### config.mk
export PLATFORM = sky130hd
export DESIGN_NAME = exec_sequencer
export DESIGN_NICKNAME = d
export VERILOG_FILES = /design/src/rtl/exec_pkg.sv /design/src/rtl/instr_fields.sv /design/src/rtl/exec_sequencer.sv
export SDC_FILE = /design/constraint.sdc
export NUM_CORES = 1
export LEC_CHECK = 0
export BUFFER_PORTS_ARGS = -buffer_cell sky130_fd_sc_hd__buf_2
export CAP_MARGIN = 20
export CORE_MARGIN = 1.5
export CORE_UTILIZATION = 33
export CTS_BUF_LIST = sky130_fd_sc_hd__clkbuf_4 sky130_fd_sc_hd__clkbuf_8 sky130_fd_sc_hd__clkbuf_16
export CTS_CLUSTER_SIZE = 20
export DETAILED_ROUTE_END_ITERATION = 10
export PLACE_DENSITY = 0.59
export RECOVER_POWER = 50
export SETUP_SLACK_MARGIN = 0.02
export SLEW_MARGIN = 20
export SYNTH_ARGS = -nofsm -noshare
export SYNTH_HDL_FRONTEND = slang
export SYNTH_SLANG_ARGS = --single-unit
### constraint.sdc
create_clock -name clk -period 2.28 [get_ports clk]
set_input_delay 0.57 -clock clk [delete_from_list [all_inputs] [get_ports clk]]
set_output_delay 0.57 -clock clk [all_outputs]
set_load 0.01 [all_outputs]
### src/rtl/exec_pkg.sv
// Shared types and constants for the exec_sequencer controller and its decode helper.
// Covers the FSM state encoding, opcode values and instruction field positions.
package exec_pkg;

    typedef enum logic [2:0] {
        IDLE,
        READ,
        EXEC,
        WB,
        DONE
    } state_t;

    localparam logic [6:0] OPC_RTYPE = 7'b0110011;
    localparam logic [6:0] OPC_ITYPE = 7'b0010011;

    localparam int OPC_LSB = 0;
    localparam int OPC_MSB = 6;
    localparam int RD_LSB  = 7;
    localparam int RD_MSB  = 11;
    localparam int RS1_LSB = 15;
    localparam int RS1_MSB = 19;
    localparam int RS2_LSB = 20;
    localparam int RS2_MSB = 24;
    localparam int F7_LSB  = 25;
    localparam int F7_MSB  = 31;
    localparam int IMM_LSB = 20;
    localparam int IMM_MSB = 31;

    localparam int ALU_OP_W = 14;

endpackage

### src/rtl/instr_fields.sv
// Combinational field extraction, legality check and I-type immediate sign-extension.
// Purely combinational so later decode stages can reuse it as-is.
module instr_fields
    import exec_pkg::*;
#(
    parameter int N = 32
) (
    input  logic [31:0]         instr,
    output logic [6:0]          opc,
    output logic [4:0]          rd,
    output logic [4:0]          rs1,
    output logic [4:0]          rs2,
    output logic [6:0]          funct7,
    output logic                legal,
    output logic                is_itype,
    output logic signed [N-1:0] imm
);

    logic signed [IMM_MSB-IMM_LSB:0] imm12;
    // funct3 has no meaning on this datapath; the ALU decodes {funct7, opcode} only
    logic unused_funct3;

    assign opc      = instr[OPC_MSB:OPC_LSB];
    assign rd       = instr[RD_MSB:RD_LSB];
    assign rs1      = instr[RS1_MSB:RS1_LSB];
    assign rs2      = instr[RS2_MSB:RS2_LSB];
    assign funct7   = instr[F7_MSB:F7_LSB];
    assign imm12    = instr[IMM_MSB:IMM_LSB];
    assign imm      = N'(imm12);
    assign is_itype = (opc == OPC_ITYPE);
    assign legal    = (opc == OPC_RTYPE) || is_itype;

    assign unused_funct3 = ^instr[14:12];

endmodule

### src/rtl/exec_sequencer.sv
// One-instruction-at-a-time controller: regfile read, ALU execute, regfile write-back,
// then a result handshake. Drives the existing regfile and alu instances.
module exec_sequencer
    import exec_pkg::*;
#(
    parameter int N = 32
) (
    input  logic                clk,
    input  logic                rst_n,
    input  logic                instr_valid,
    output logic                instr_ready,
    input  logic [31:0]         instr,
    output logic [4:0]          rf_raddr_a,
    output logic [4:0]          rf_raddr_b,
    input  logic [N-1:0]        rf_rdata_a,
    input  logic [N-1:0]        rf_rdata_b,
    output logic [N-1:0]        alu_a,
    output logic [N-1:0]        alu_b,
    output logic [ALU_OP_W-1:0] alu_op,
    input  logic [N-1:0]        alu_result,
    output logic                rf_we,
    output logic [4:0]          rf_waddr,
    output logic [N-1:0]        rf_wdata,
    output logic                res_valid,
    input  logic                res_ready,
    output logic [N-1:0]        res_data,
    output logic                res_illegal,
    output logic [31:0]         retired
);

    state_t state, state_next;

    logic [31:0]         ir;
    logic [31:0]         dec_src;
    logic                take;
    logic                accept;
    logic [6:0]          opc;
    logic [6:0]          funct7;
    logic [4:0]          rd;
    logic [4:0]          rs1;
    logic [4:0]          rs2;
    logic                legal;
    logic                is_itype;
    logic signed [N-1:0] imm;

    // While accepting, decode the incoming word; otherwise decode the latched one
    assign take        = (state == IDLE) || ((state == DONE) && res_ready);
    assign instr_ready = take;
    assign dec_src     = take ? instr : ir;

    instr_fields #(.N(N)) u_fields (
        .instr    (dec_src),
        .opc      (opc),
        .rd       (rd),
        .rs1      (rs1),
        .rs2      (rs2),
        .funct7   (funct7),
        .legal    (legal),
        .is_itype (is_itype),
        .imm      (imm)
    );

    always_ff @(posedge clk) begin
        if (!rst_n) begin
            state <= IDLE;
        end else begin
            state <= state_next;
        end
    end

    always_comb begin
        state_next = state;
        accept     = 1'b0;
        rf_we      = 1'b0;
        res_valid  = 1'b0;
        case (state)
            IDLE: begin
                if (instr_valid) begin
                    accept     = 1'b1;
                    state_next = legal ? READ : DONE;
                end
            end
            READ: state_next = EXEC;
            EXEC: state_next = WB;
            WB: begin
                rf_we      = (rd != 5'd0);
                state_next = DONE;
            end
            DONE: begin
                res_valid = 1'b1;
                if (res_ready) begin
                    if (instr_valid) begin
                        accept     = 1'b1;
                        state_next = legal ? READ : DONE;
                    end else begin
                        state_next = IDLE;
                    end
                end
            end
            default: state_next = IDLE;
        endcase
    end

    always_ff @(posedge clk) begin
        if (!rst_n) begin
            ir          <= '0;
            rf_raddr_a  <= '0;
            rf_raddr_b  <= '0;
            alu_a       <= '0;
            alu_b       <= '0;
            alu_op      <= '0;
            rf_waddr    <= '0;
            rf_wdata    <= '0;
            res_data    <= '0;
            res_illegal <= 1'b0;
            retired     <= '0;
        end else begin
            // accept -> READ: latch word and read addresses
            if (accept) begin
                ir          <= instr;
                res_illegal <= !legal;
                if (legal) begin
                    rf_raddr_a <= rs1;
                    rf_raddr_b <= rs2;
                end else begin
                    res_data <= '0;
                end
            end
            // READ -> EXEC: capture operands
            if (state == READ) begin
                alu_a  <= rf_rdata_a;
                alu_b  <= is_itype ? $unsigned(imm) : rf_rdata_b;
                alu_op <= {(is_itype ? 7'b0 : funct7), opc};
            end
            // EXEC -> WB: rf_wdata doubles as the result register
            if (state == EXEC) begin
                rf_waddr <= rd;
                rf_wdata <= alu_result;
            end
            // WB -> DONE: publish result
            if (state == WB) begin
                res_data <= rf_wdata;
            end
            if ((state == DONE) && res_ready && !res_illegal) begin
                retired <= retired + 32'd1;
            end
        end
    end

endmodule

==> flow_summary.yaml <==
outcome:
  status: "finished clean"
sta:
  fin_setup_tns_ns: 0
  rsz0062_at_grt: "yes"
  maxSlewViolCount: 0
  setup_viol: 0
  worst_slew_pin_slew_ns: 0.741
  fmax_mhz: 448
  fin_crit_sh_pct: 97.9
  finalHoldViolations: 0
  period_needed_ns: 2.23
  finClkSkew_ns: 0.00776
  slew_headroom_pct: 50.6
job:
  maxCapViolCount: 0
place:
  io_buffers: 321
  dp_hpwl_mm: 17.6
  routabilityCongestion: 0.815
  postPlaceCellArea_sq_um: 10800
  dp.cells: 1582
layout:
  syn_to_final_growth_pct: 30.5
  fin_nets: 1409
  finalNonFillerCells: 1630
  fillers: 2730
  design_area_sq_um: 11400
  drive_gt1_share_pct: 19.8
floorplan:
  start_util_pct: 33.6
  fp.coreArea_sq_um: 26100
  rows: 59
  die-area_sq_um: 27500
  num_io_pins: 325
  die_h_microns: 166
  die_w_microns: 166
power:
  peakVddDrop_mv: 0.584
  p_leak_nw: 4.47
  power_density_nw_per_um2: 703
setup_path:
  crit_chain: "or4_1 -> o21a_1 -> buf_2"
  cp-start-kind: "flip-flop"
  slowest_stage: "or4_1"
  max_stage_delay_ns: 0.51
  worstPathMaxFanout: 3
  crit_arrival_ns: 1.66
  crit_type: "reg -> out"
  required_ns: 1.71
  end_kind: "output pin"
global_route:
  gr-usage-met3_pct: 3.67
  grtUsageMet2_pct: 29.8
  met1_usage_pct: 24.1
  grt_max_degree: 94
  grt_pass1_vias: 7526
  grt_pass1_wl_mm: 41.4
  grt-ovfl-total: 0
  antenna_found_initial: 6
  grt-busiest-layer: "met2"
  grt.total_usage_pct: 18.2
logic_synthesis:
  synthFlopType: "dfxtp_1"
  synthTopCellsByCount: "nand2_1, dfxtp_1, a21boi_0"
  seq_area_frac_synth_pct: 49.7
  yosysUniqueCellTypes: 45
  avgSynthCellArea_sq_um: 8.98
  yosysTopAreaCell: "dfxtp_1"
  async_flop_share_pct: 0
  syn_nets: 1107
  yosysWarnings: 0
  synth.ff_latch_count: 217
  synthCells: 974
  synth_edf_count: 0
  synthTopCellsByArea: "dfxtp_1, nand2_1, a21boi_0"
  synth.cell_area_sq_um: 8750
  synth_top_area_share_pct: 49.7
  yosysMostFrequentCell: "nand2_1"
detailed_routing:
  antenna_left: 0
  via_per_inst: 4.87
  drc: 0
  post_drt_wl_per_cell_microns: 16.0
  drtIter0Drc: 431
  num_vias: 7945
  finalWirelength_mm: 26.1
  first_pass_iters: 4
worst_hold_path:
  hold_class: "in -> reg"
clocking:
  path_clk_slew_ns: 0.06
  clock_path_buffers: 3
  clkSinkCount: 217
  clkLatencyLatePin_ns: 0.51
  htree_levels: 1
  cts-root-buf: "clkbuf_16"
  cts_buffers: 25
  cts_tree: "yes"
final timing paths:
check / startpoint / endpoint / slack, ns / cells after the start
setup reg to reg: retired[15] / retired[27] / 0.20 / 5
hold / removal: instr[31] / ir[31] / 0.30 / 3
setup / recovery: ir[8] / rf_we / 0.05 / 3
hold reg to reg: alu_a[12] / alu_a[12] / 0.46 / 2
stage by stage:
stage	setup slack [ns]	util (%)	total power, W	hold slack (ns)
finish	0.0490	43.8	0.00803	0.305
global route	-0.00915	43.8	0.00837	0.288
CTS	0.0261	44.6	0.00815	0.284
detailed placement	0.00339	41.6	0.00435	0.452
global placement	0.0905	41.6	0.00435	0.446
floorplan	0.154	-	0.00414	0.443
critical path, delay by kind of cell, from the launching register on:
family,cells,cell delay (ns)
buf+inv,1,0.14
flops,1,0.32
simple gates,1,0.51
compound gates,1,0.18
metal layers:
layer | vias up | wire [microns]
li1 | 3982 | -
met1 | 3728 | 12100
met2 | 188 | 12100
met3 | 45 | 1320
met4 | 2 | 626
met5 | - | 17
cell usage in the layout, fill, tap and decap left out, drive strengths merged, types with 2 or more instances in the layout:
master,count
clkinv,3
or4,2
and3,3
nor3,10
mux2i,18
nand3,26
xor2,12
a21boi,102
a31oi,21
inv,9
or3,7
a22oi,38
nor4bb,7
o211a,13
nand4,18
and4,4
nor4b,2
o21ai,30
nand2,223
xnor2,12
o311ai,11
or3b,2
clkbuf,208
nand2b,3
nor4,8
and2,26
dfxtp,217
or4b,8
nor3b,4
nor2b,44
diode,6
nor2,3
buf,187
a21oi,2
power by group:
part           switching [W]  internal (W)
clock network        0.00154       0.00222
logic               0.000218      0.000201
registers          0.0000260       0.00383
area by class of cell:
class	count	area, sq um	share of cell area (%)
Sequential cell	217	4350	38.1
Clock buffer	37	741	6.49
Timing Repair Buffer	358	1770	15.5
Antenna cell	6	15.0	0.132
Multi-Input combinational cell	665	4070	35.7
Clock inverter	3	15.0	0.132
Tap cell	335	419	3.67
Inverter	9	33.8	0.296
repair_timing:
action                     4_1_cts  5_1_grt
setup buffers                    2        0
resized for setup                7        5
hold buffers                     0        0
pin swaps                        0        0
setup endpoints to repair        2        4
flip-flops by register name, summed over array words and instances, names as in the netlist, 3 cells and up:
register and cells:
rf_wdata 32, ir 24, rf_raddr_a 5, state 3, rf_waddr 5, retired 32
rf_raddr_b 5, alu_a 32, res_data 32, alu_op 14, alu_b 32
kinds of logic after synthesis:
group | after synthesis | share of synthesized area [%]
and+or+nand+nor | 403 | 23.6
AOI/OAI and AO/OA | 219 | 18.1
buffers and inverters | 92 | 4.03
muxes | 18 | 2.06
xor gates and xnor gates | 24 | 2.40
adders and majority gates | 1 | 0.143
DFF | 217 | 49.7
Note: power is estimated with default switching activity, not from simulation.
